## src/rtl/alu_arbiter.sv

```systemverilog
// Round-robin front end that shares one combinational alu between two requesters.
// One operation in flight: accept in IDLE, drive the alu for one EXEC cycle, then hold the response.
module alu_arbiter #(
  parameter int WIDTH = 4,
  parameter int SHIFT = 2
) (
  input  logic             clock,
  input  logic             reset,
  input  logic             req0_valid,
  output logic             req0_ready,
  input  logic [WIDTH-1:0] req0_x,
  input  logic [WIDTH-1:0] req0_y,
  input  logic [SHIFT-1:0] req0_shamt,
  input  logic [1:0]       req0_op,
  input  logic             req1_valid,
  output logic             req1_ready,
  input  logic [WIDTH-1:0] req1_x,
  input  logic [WIDTH-1:0] req1_y,
  input  logic [SHIFT-1:0] req1_shamt,
  input  logic [1:0]       req1_op,
  output logic             rsp0_valid,
  input  logic             rsp0_ready,
  output logic             rsp1_valid,
  input  logic             rsp1_ready,
  output logic [WIDTH-1:0] rsp_result,
  output logic             rsp_zero,
  output logic [WIDTH-1:0] alu_x,
  output logic [WIDTH-1:0] alu_y,
  output logic [SHIFT-1:0] alu_shamt,
  output logic [1:0]       alu_operation,
  input  logic [WIDTH-1:0] alu_result,
  input  logic             alu_zero
);

  typedef enum logic [1:0] {
    IDLE = 2'd0,
    EXEC = 2'd1,
    RESP = 2'd2
  } state_t;

  state_t           state_q, state_d;
  logic [WIDTH-1:0] x_q, x_d;
  logic [WIDTH-1:0] y_q, y_d;
  logic [SHIFT-1:0] shamt_q, shamt_d;
  logic [1:0]       op_q, op_d;
  logic [WIDTH-1:0] result_q, result_d;
  logic             zero_q, zero_d;
  logic             grant_q, grant_d;
  logic             last_grant_q, last_grant_d;

  logic any_valid;
  logic winner;

  // With both requesting, the one not served last time wins; otherwise the lone requester.
  assign any_valid = req0_valid | req1_valid;
  assign winner    = (req0_valid & req1_valid) ? ~last_grant_q : req1_valid;

  always_comb begin
    state_d      = state_q;
    x_d          = x_q;
    y_d          = y_q;
    shamt_d      = shamt_q;
    op_d         = op_q;
    result_d     = result_q;
    zero_d       = zero_q;
    grant_d      = grant_q;
    last_grant_d = last_grant_q;
    req0_ready   = 1'b0;
    req1_ready   = 1'b0;
    rsp0_valid   = 1'b0;
    rsp1_valid   = 1'b0;

    case (state_q)
      IDLE: begin
        if (any_valid) begin
          // The winner is always valid, so raising its ready completes the handshake.
          req0_ready = ~winner;
          req1_ready = winner;
          x_d        = winner ? req1_x     : req0_x;
          y_d        = winner ? req1_y     : req0_y;
          shamt_d    = winner ? req1_shamt : req0_shamt;
          op_d       = winner ? req1_op    : req0_op;
          grant_d    = winner;
          state_d    = EXEC;
        end
      end
      EXEC: begin
        result_d = alu_result;
        zero_d   = alu_zero;
        state_d  = RESP;
      end
      RESP: begin
        rsp0_valid = ~grant_q;
        rsp1_valid = grant_q;
        if (grant_q ? rsp1_ready : rsp0_ready) begin
          last_grant_d = grant_q;
          state_d      = IDLE;
        end
      end
      default: state_d = IDLE;
    endcase
  end

  always_ff @(posedge clock or negedge reset) begin
    if (!reset) begin
      state_q      <= IDLE;
      x_q          <= '0;
      y_q          <= '0;
      shamt_q      <= '0;
      op_q         <= '0;
      result_q     <= '0;
      zero_q       <= 1'b0;
      grant_q      <= 1'b0;
      last_grant_q <= 1'b1;
    end else begin
      state_q      <= state_d;
      x_q          <= x_d;
      y_q          <= y_d;
      shamt_q      <= shamt_d;
      op_q         <= op_d;
      result_q     <= result_d;
      zero_q       <= zero_d;
      grant_q      <= grant_d;
      last_grant_q <= last_grant_d;
    end
  end

  assign alu_x         = x_q;
  assign alu_y         = y_q;
  assign alu_shamt     = shamt_q;
  assign alu_operation = op_q;
  assign rsp_result    = result_q;
  assign rsp_zero      = zero_q;

endmodule

```

## config.mk

```make
export PLATFORM = sky130hd
export DESIGN_NAME = alu_arbiter
export DESIGN_NICKNAME = d
export VERILOG_FILES = /design/src/rtl/alu_arbiter.sv
export SDC_FILE = /design/constraint.sdc
export NUM_CORES = 1
export LEC_CHECK = 0
export ABC_AREA = 1
export CORE_ASPECT_RATIO = 1.1
export CORE_MARGIN = 1
export CORE_UTILIZATION = 40
export DETAILED_ROUTE_END_ITERATION = 10
export PLACE_DENSITY_LB_ADDON = 0.1
export SLEW_MARGIN = 20
export SYNTH_ARGS = -nofsm -noshare
export SYNTH_HDL_FRONTEND = slang
export SYNTH_SLANG_ARGS = --single-unit
```

## constraint.sdc

```tcl
create_clock -name clock -period 1.5 [get_ports clock]
set_input_delay 0.225 -clock clock [delete_from_list [all_inputs] [get_ports clock]]
set_output_delay 0.225 -clock clock [all_outputs]
set_load 0.1 [all_outputs]
```

==> results of run 1 <==
state kept, by name (all words and copies together) (netlist names):
register / count
alu_operation: 2
alu_y: 4
state_q: 2
alu_x: 4
rsp_result: 4
rsp_zero: 1
last_grant_q: 1
grant_q: 1
alu_shamt: 2
cell type report:
type / instances / area (sq um) / share of cell area
clock buffers: 3 / 22.5 / 0.0111
flip-flops and latches: 21 / 528 / 0.260
well taps: 31 / 38.8 / 0.0191
inverters: 28 / 105 / 0.0517
clock inverters: 1 / 5.00 / 0.00246
multi-input cells: 98 / 469 / 0.231
repair buffers: 69 / 866 / 0.426
worst max path at each step:
stage	startpoint	to	slack [ns]	cells past startpoint
after floorplan	state_q[0]$_DFFE_PN0P_	req0_ready	-0.10	5
after global placement	req1_valid	alu_x[3]$_DFFE_PN0P_	-0.03	6
after detailed placement	req1_valid	alu_x[3]$_DFFE_PN0P_	-0.08	6
after CTS	state_q[0]$_DFFE_PN0P_	req0_ready	-0.06	4
after global routing	state_q[0]$_DFFE_PN0P_	req0_ready	-0.1	4
final	state_q[0]$_DFFE_PN0P_	req0_ready	-0.05	4
metrics by stage:
| stage | instance area [sq um] | hold slack, ns |
|---|---|---|
| global placement | 1980 | 0.470 |
| CTS | 2030 | 0.239 |
| detailed placement | 1980 | 0.478 |
| floorplan | 1160 | -0.0706 |
| global route | 2030 | 0.262 |
| finish | 2030 | 0.239 |
cell usage in the layout (no fill, tap or decap):
| cell | count |
|---|---|
| o21ai_0 | 2 |
| nor2_4 | 4 |
| clkinv_2 | 1 |
| buf_4 | 14 |
| dfrtp_2 | 1 |
| inv_1 | 25 |
| nor2_2 | 3 |
| o21ai_2 | 1 |
| nand3_1 | 29 |
| clkbuf_4 | 3 |
| dfrtp_1 | 19 |
| a21oi_4 | 1 |
| nand2_2 | 3 |
| inv_2 | 3 |
| buf_12 | 21 |
| nand2_1 | 55 |
| dfstp_2 | 1 |
| clkdlybuf4s50_1 | 34 |
critical path: stages (launching register included):
cell     delay [ns]
dfrtp_2        0.47
nor2_2         0.12
o21ai_2        0.09
a21oi_4        0.15
buf_12         0.19
repair_timing:
action,in CTS,in global routing
pin swaps,2,0
endpoints found under the setup margin,4,4
setup buffers,3,0
gates resized for setup,4,0
per-layer routing:
metal | wire (um) | vias to the layer above | track usage
met4 | 46 | 0 | 0.0827
li1 | - | 599 | -
met1 | 1180 | 539 | 0.259
met3 | 122 | 6 | 0.0315
met2 | 1590 | 37 | 0.387
met5 | 0 | - | 0
cells by family (layout without fill, tap and decap cells):
logic type             count (synthesis)  in the layout
buffers and inverters                 35            101
and+or+nand+nor                       94             94
DFF                                   21             21
AOI/OAI and AO/OA                      4              4
==> impl_metrics.env, run 1 <==
export IMPL_status="finished, violations left"
export IMPL_violations="negative setup slack"
export IMPL_async_reset_ff_frac=1.00
export IMPL_grt_pass1_wl_um=4970
export IMPL_synth_top_area_frac=0.443
export IMPL_cts_sinks=21
export IMPL_die_area_sq_um=3040
export IMPL_clk_latency_ns=0.31
export IMPL_cap_violations=0
export IMPL_antenna_found_initial=0
export IMPL_synth_mux_area_frac=0
export IMPL_max_slew_margin=0.803
export IMPL_post_route_period_util=1.03
export IMPL_post_place_ws_ns=-0.0797
export IMPL_synthesis_area_sq_um=1130
export IMPL_synth_compound_area_share=0.0211
export IMPL_grt_start_max_net_pins=22
export IMPL_r2r_start="last_grant_q$_DFFE_PN1P_"
export IMPL_synth_xor_area_share=0
export IMPL_synthAdderAreaFrac=0
export IMPL_post_drt_wl_per_cell_um=11.7
export IMPL_nNetsFinal=256
export IMPL_routabilityCongestion=0.744
export IMPL_overflow=0
export IMPL_htree_num_levels=1
export IMPL_postRouteAntennaNets=0
export IMPL_drtPass1Iterations=5
export IMPL_cts_inserted_buffers=3
export IMPL_fin_ws_ns=-0.0479
export IMPL_r2r_end="alu_y[3]$_DFFE_PN0P_"
export IMPL_synth_seq_area_share=0.467
export IMPL_synth_area_leaders="dfrtp_1, nand2_1, nand3_1, inv_1, buf_6"
export IMPL_grt_usage=0.217
export IMPL_cp_required_ns=1.27
export IMPL_drt_vias_per_instance=4.71
export IMPL_regToRegSetupSlack_ns=0.27
export IMPL_cp_max_fo=5
export IMPL_rsz0062_at_grt="true"
export IMPL_fp_row_count=19
export IMPL_synth_edff_count=0
export IMPL_finalMaxSlewViolations=0
export IMPL_synth_cells=154
export IMPL_drt_total_wl_um=2940
export IMPL_synth_largest_area_cell="dfrtp_1"
export IMPL_finalHoldViolCount=0
export IMPL_synth_commonest_cells="nand2_1, nand3_1, inv_1, dfrtp_1"
export IMPL_min_path_type="in -> async"
export IMPL_synth_most_common_cell="nand2_1"
export IMPL_num_vias=1181
export IMPL_syn_to_final_growth_pct=80.3
export IMPL_period_needed_ns=1.55
export IMPL_finClkSkew_ns=0.00797
export IMPL_start_kind="flip-flop"
export IMPL_ys_seq_elements=21
export IMPL_synth_cell_type_count=15
export IMPL_io_buffers=55
export IMPL_fin_cells=251
export IMPL_clk_path_buf_depth=2
export IMPL_cts_hold_buf=0
export IMPL_start_util=0.436
export IMPL_fill_cells=192
export IMPL_fmax_mhz=646
export IMPL_arrival_ns=1.32
export IMPL_yosys_most_used_dff="dfrtp_1"
export IMPL_fin_util=0.785
export IMPL_tns_ns=-0.133
export IMPL_clk_pin_slew_ns=0.13
export IMPL_synth_nets=189
export IMPL_place_inst=244
export IMPL_synth_simple_area_share=0.360
export IMPL_die_h_um=57.7
export IMPL_die_x_um=52.6
export IMPL_cts_tree="yes"
export IMPL_dpl_hpwl_um=2340
export IMPL_cts_root_buf="clkbuf_4"
export IMPL_final_setup_viol_count=4
export IMPL_synth_top_family_by_area="simple AND/OR/NAND/NOR gates"
export IMPL_drive_gt1_frac=0.255
export IMPL_diodes=0
export IMPL_critPathKind="reg -> out"
export IMPL_grt_pass1_vias=1170
export IMPL_coreArea_sq_um=2590
export IMPL_syn_area_per_cell_sq_um=7.33
export IMPL_worstMarginPinSlew_ns=0.295
export IMPL_cp_end_kind="output pin"
export IMPL_yosys_warnings=0
export IMPL_rr_worst_depth=6
export IMPL_drtIter0Drc=6
export IMPL_io_pins=56
export IMPL_drc=0
Power of run 1 is not shown: default switching activity piles up to over one toggle a cycle in this logic, so the estimate is an artifact.
==> run 2, diff against run 1 <==
--- a/constraint.sdc
+++ b/constraint.sdc
@@ -3,2 +3,2 @@
 set_output_delay 0.225 -clock clock [all_outputs]
-set_load 0.1 [all_outputs]
+set_load 0.02 [all_outputs]
==> run 2 against run 1 <==
  * The run now ends clean
  * Final area shrank 11%
  * Highest routed layer unchanged
  * Sequential share of layout area up 3.1 points
  * Core utilization fell by 8.6 points
  * Sequential cell count unchanged
  * Final cell count up 1.2%
  * Largest cell class unchanged
  * Fmax increased by 7.5%
  * First-iteration DRC count rose to 3.8 times the previous value
  * Hold slack got worse by 0.035 ns
==> impl_metrics.env, run 2 (synthesis results as in run 1) <==
export IMPL_finalHoldViolCount=0
export IMPL_critPathKind="reg -> out"
export IMPL_antenna_found_initial=0
export IMPL_grt_pass1_vias=1194
export IMPL_min_path_type="in -> async"
export IMPL_cts_inserted_buffers=3
export IMPL_io_pins=56
export IMPL_postRouteAntennaNets=0
export IMPL_clk_latency_ns=0.31
export IMPL_max_stage_delay_ns=0.56
export IMPL_cp_max_fo=4
export IMPL_gr_usage_met2=0.394
export IMPL_cts_tree="yes"
export IMPL_grt_met3_usage=0.0394
export IMPL_drive_gt1_frac=0.179
export IMPL_fin_cells=254
export IMPL_dpl_cell_area_sq_um=1750
export IMPL_ir_worst_vdd_mv=1.13
export IMPL_grt_pass1_wl_um=4730
export IMPL_finalMaxSlewViolations=0
export IMPL_overflow=0
export IMPL_worstMarginPinSlew_ns=0.386
export IMPL_drt_total_wl_um=2850
export IMPL_rsz0062_at_grt="true"
export IMPL_nNetsFinal=259
export IMPL_dpl_hpwl_um=2240
export IMPL_place_inst=246
export IMPL_final_setup_viol_count=0
export IMPL_routabilityCongestion=0.743
export IMPL_clk_pin_slew_ns=0.11
export IMPL_fmax_mhz=695
export IMPL_status="complete, no violations"
export IMPL_grt_usage=0.210
export IMPL_drt_vias_per_instance=4.68
export IMPL_fp_row_count=19
export IMPL_cp_end_kind="output pin"
export IMPL_drtPass1Iterations=4
export IMPL_cp_required_ns=1.27
export IMPL_post_route_period_util=0.960
export IMPL_p_per_area_nw_per_um2=1700
export IMPL_start_util=0.436
export IMPL_io_buffers=55
export IMPL_htree_num_levels=1
export IMPL_layout_commonest_cell="nand2_1"
export IMPL_diodes=0
export IMPL_die_h_um=57.7
export IMPL_finClkSkew_ns=0.0127
export IMPL_die_area_sq_um=3040
export IMPL_post_drt_wl_per_cell_um=11.2
export IMPL_drtIter0Drc=23
export IMPL_drc=0
export IMPL_period_needed_ns=1.44
export IMPL_cap_violations=0
export IMPL_die_x_um=52.6
export IMPL_p_leak_nw=1.01
export IMPL_clk_path_buf_depth=2
export IMPL_crit_slowest_cell="dfstp_2"
export IMPL_coreArea_sq_um=2590
export IMPL_cts_hold_buf=0
export IMPL_cts_root_buf="clkbuf_4"
export IMPL_syn_to_final_growth_pct=60.4
export IMPL_final_cell_mix="nand2_1, clkdlybuf4s50_1, nand3_1, inv_1, dfrtp_1"
export IMPL_max_slew_margin=0.742
export IMPL_arrival_ns=1.21
export IMPL_worstPathCellList="nand2_2 > a21oi_2 > buf_6"
export IMPL_cts_sinks=21
export IMPL_met1_usage=0.218
export IMPL_stdcell_area_sq_um=1810
export IMPL_num_vias=1189
export IMPL_start_kind="flip-flop"
export IMPL_global_route_peak_usage_layer="met2"
export IMPL_grt_start_max_net_pins=15
-- run 2: power by group --
part,internal (W),switching [W]
Clock,0.0000994,0.000171
Combinational,0.000763,0.00103
Sequential,0.000856,0.000161
-- run 2: worst paths after layout --
path,slack [ns],start,to,depth (start not counted)
setup / recovery,0.06,last_grant_q$_DFFE_PN1P_,req0_ready,3
hold / removal,0.20,reset,alu_y[3]$_DFFE_PN0P_,1
setup reg to reg,0.15,state_q[0]$_DFFE_PN0P_,alu_y[3]$_DFFE_PN0P_,7
hold reg to reg,0.48,rsp_result[1]$_DFFE_PN0N_,rsp_result[1]$_DFFE_PN0N_,2
max in group asynchronous,0.86,reset,state_q[1]$_DFFE_PN0P_,2
min in group clock,0.46,alu_result[0],rsp_result[0]$_DFFE_PN0N_,3
-- run 2: routing by layer --
metal / part of all wire / wire (um)
met4: 0.0077 / 22
met2: 0.54 / 1550
met5: 0 / 0
met1: 0.40 / 1140
met3: 0.046 / 132
-- run 2: final cells by class --
class / instances / area [sq um]
Fill cell: 234 / 781
Timing Repair Buffer: 72 / 663
Sequential cell: 21 / 527
Multi-Input combinational cell: 98 / 449
Inverter: 28 / 105
Tap cell: 31 / 38.8
Clock buffer: 3 / 22.5
Clock inverter: 1 / 5.00
-- run 2: critical path, delay by kind of cell, from the launching register on --
family	cells	cell delay [ns]
and+or+nand+nor	1	0.08
buffers and inverters	1	0.13
DFF	1	0.56
AOI/OAI and AO/OA	1	0.15
-- run 2: stage by stage --
step	TNS, ns	total power (W)	util	setup slack (ns)	hold WS, ns
2_1_floorplan	0	0.00206	-	0.0933	-0.0706
3_3_place_gp	-0.815	0.00282	0.675	-0.387	0.453
3_5_place_dp	-1.23	0.00287	0.675	-0.391	0.460
4_1_cts	0	0.00297	0.675	0.00630	0.206
5_1_grt	-0.0288	0.00331	0.699	-0.0175	0.219
6_report	0	0.00308	0.699	0.0605	0.204
-- run 2: repair_timing --
action / in CTS / in global routing
resized for setup: 36 / 11
cloned: 0 / 0
setup endpoints to repair: 20 / 5
pin swaps: 0 / 5
setup buffers: 0 / 4
(Power assumes the default switching activity.)
==> run 3, diff against run 2 <==
CORE_UTILIZATION = 36   (was 40)
clock period = 1.27 ns   (was 1.5 ns; I/O delays follow)
==> run 3 against run 2 <==
  * The run now ends with negative setup slack left
  * Combinational power up 40%
  * Worst setup slack lost 0.21 ns
  * Wire length rose by 13%
==> impl_metrics.env, run 3 (synthesis results as in run 1) <==
export IMPL_max_slew_margin=0.852
export IMPL_p_clk_frac=0.080
export IMPL_regToRegSetupSlack_ns=-0.04
export IMPL_r2r_end="alu_y[1]$_DFFE_PN0P_"
export IMPL_status="finished, violations left"
export IMPL_ir_worst_vdd_mv=1.13
export IMPL_postRouteAntennaNets=0
export IMPL_post_route_period_util=1.12
export IMPL_p_seq_frac=0.301
export IMPL_crit_start="state_q[1]$_DFFE_PN0P_"
export IMPL_switchingPower_w=0.00178
export IMPL_worstMarginPinSlew_ns=0.222
export IMPL_stdcell_area_sq_um=1980
export IMPL_cp_max_fo=3
export IMPL_fin_cells=262
export IMPL_finalHoldViolCount=0
export IMPL_syn_to_final_growth_pct=75.3
export IMPL_clk_latency_ns=0.30
export IMPL_cts_root_buf="clkbuf_4"
export IMPL_fp_row_count=20
export IMPL_intPower_w=0.00227
export IMPL_min_path_type="in -> async"
export IMPL_cp_top_family="flip-flops"
export IMPL_cp_end_kind="output pin"
export IMPL_drt_total_wl_um=3210
export IMPL_max_stage_delay_ns=0.42
export IMPL_start_kind="flip-flop"
export IMPL_die_h_um=60.7
export IMPL_finClkSkew_ns=0.00161
export IMPL_cts_hold_buf=0
export IMPL_clk_path_buf_depth=2
export IMPL_layout_commonest_cell="nand2_1"
export IMPL_antenna_found_initial=0
export IMPL_crit_slowest_cell="dfrtp_1"
export IMPL_period_needed_ns=1.42
export IMPL_grt_usage=0.189
export IMPL_drt_vias_per_instance=4.71
export IMPL_cap_violations=0
export IMPL_htree_num_levels=1
export IMPL_r2r_start="state_q[1]$_DFFE_PN0P_"
export IMPL_cts_tree="yes"
export IMPL_dpl_hpwl_um=2250
export IMPL_final_cell_mix="nand2_1, clkdlybuf4s50_1, inv_1, dfrtp_1, buf_4"
export IMPL_finalMaxSlewViolations=0
export IMPL_die_area_sq_um=3360
export IMPL_dpl_cell_area_sq_um=1770
export IMPL_p_per_area_nw_per_um2=2050
export IMPL_fill_cells=239
export IMPL_sw_frac_of_total=0.439
export IMPL_grt_pass1_wl_um=4920
export IMPL_critPathKind="reg -> out"
export IMPL_rr_worst_depth=8
export IMPL_cts_inserted_buffers=3
export IMPL_drc=0
export IMPL_critPathBufInv=3
export IMPL_fmax_mhz=704
export IMPL_io_pins=56
export IMPL_overflow=0
export IMPL_die_x_um=55.4
export IMPL_worstPathCellList="inv_2 > buf_6 > nand2_2 > nor2_2 > buf_6"
export IMPL_grt_start_max_net_pins=15
export IMPL_drtIter0Drc=28
export IMPL_violations="negative setup slack"
export IMPL_post_drt_wl_per_cell_um=12.3
export IMPL_critPathCapture="req1_ready"
export IMPL_rsz0062_at_grt="true"
export IMPL_diodes=0
export IMPL_p_leak_nw=1.06
export IMPL_start_util=0.392
export IMPL_io_buffers=55
export IMPL_cts_sinks=21
export IMPL_drive_gt1_frac=0.266
export IMPL_nNetsFinal=265
export IMPL_fin_ws_ns=-0.151
export IMPL_combinationalPowerShare=0.620
export IMPL_cp_required_ns=1.08
export IMPL_routabilityCongestion=0.804
export IMPL_clk_pin_slew_ns=0.12
export IMPL_drtPass1Iterations=4
export IMPL_final_setup_viol_count=12
export IMPL_num_vias=1233
export IMPL_critPathMostFrequentCell="buf_6"
export IMPL_cp_depth=5
export IMPL_arrival_ns=1.23
export IMPL_place_inst=250
export IMPL_coreArea_sq_um=2880
export IMPL_grt_pass1_vias=1167
[run 3: changes by cell type in the layout (fill, tap and decap cells not counted), moves of 2 or more]
cell	change
nand3_2	+12
dlygate4sd2_1	-2
buf_6	+3
clkdlybuf4s15_1	+3
buf_4	+2
nand3_1	-12
[run 3: power groups by stage]
stage | registers (W) | clock network, W | logic (W)
2_1_floorplan | 0.00153 | 0 | 0.000910
3_3_place_gp | 0.00120 | 0 | 0.00219
3_5_place_dp | 0.00121 | 0 | 0.00223
4_1_cts | 0.00120 | 0.000337 | 0.00226
5_1_grt | 0.00126 | 0.000367 | 0.00273
6_report | 0.00122 | 0.000322 | 0.00251
[run 3: what timing repair did]
item,CTS,global route
buffers inserted,6,1
endpoints found under the hold margin,0,0
resized for setup,47,24
endpoints found under the setup margin,33,19
pin swaps,6,28
gates cloned,0,1
[run 3: layout make-up]
| class | instances | area [sq um] | share of cell area |
|---|---|---|---|
| timing repair buffer | 78 | 752 | 0.380 |
| sequential | 21 | 528 | 0.267 |
| multi-input combinational | 98 | 524 | 0.265 |
| inverter | 28 | 105 | 0.0531 |
| tap | 33 | 41.3 | 0.0209 |
| clock buffer | 3 | 22.5 | 0.0114 |
| clock inverter | 1 | 5.00 | 0.00253 |
[run 3: routing by layer]
layer	up-vias	track usage	share of wire
met3	2	0.0448	0.059
met2	40	0.387	0.55
met1	580	0.188	0.38
li1	611	-	-
met5	-	0	0
met4	0	0.0714	0.0065
[run 3: worst register-to-register path: stages, from the launching register on]
cell and delay [ns]:
dfrtp_1 0.42, inv_2 0.11, buf_6 0.10, nand2_2 0.06
buf_6 0.12, nor2_4 0.14, clkbuf_16 0.18, nand3_2 0.06
nand2_1 0.08
[run 3: metrics by stage]
step                hold slack, ns  setup slack (ns)  power [W]  TNS [ns]   util
floorplan                   -0.105            0.0236    0.00244         0      -
global placement             0.413            -0.506    0.00339     -3.93  0.615
detailed placement           0.412            -0.528    0.00345     -4.52  0.615
CTS                         0.0749            -0.142    0.00380    -0.432  0.645
global route                0.0686            -0.251    0.00436     -2.03  0.687
finish                      0.0798            -0.151    0.00405    -0.674  0.687
[run 3: how the worst min path moves through the flow]
stage                                              end  slack (ns)
final                             alu_y[3]$_DFFE_PN0P_        0.08
after global routing              alu_y[3]$_DFFE_PN0P_        0.07
after CTS                         alu_y[3]$_DFFE_PN0P_        0.07
after detailed placement          alu_y[3]$_DFFE_PN0P_        0.41
after global placement            alu_y[3]$_DFFE_PN0P_        0.41
after floorplan           alu_operation[0]$_DFFE_PN0P_       -0.11
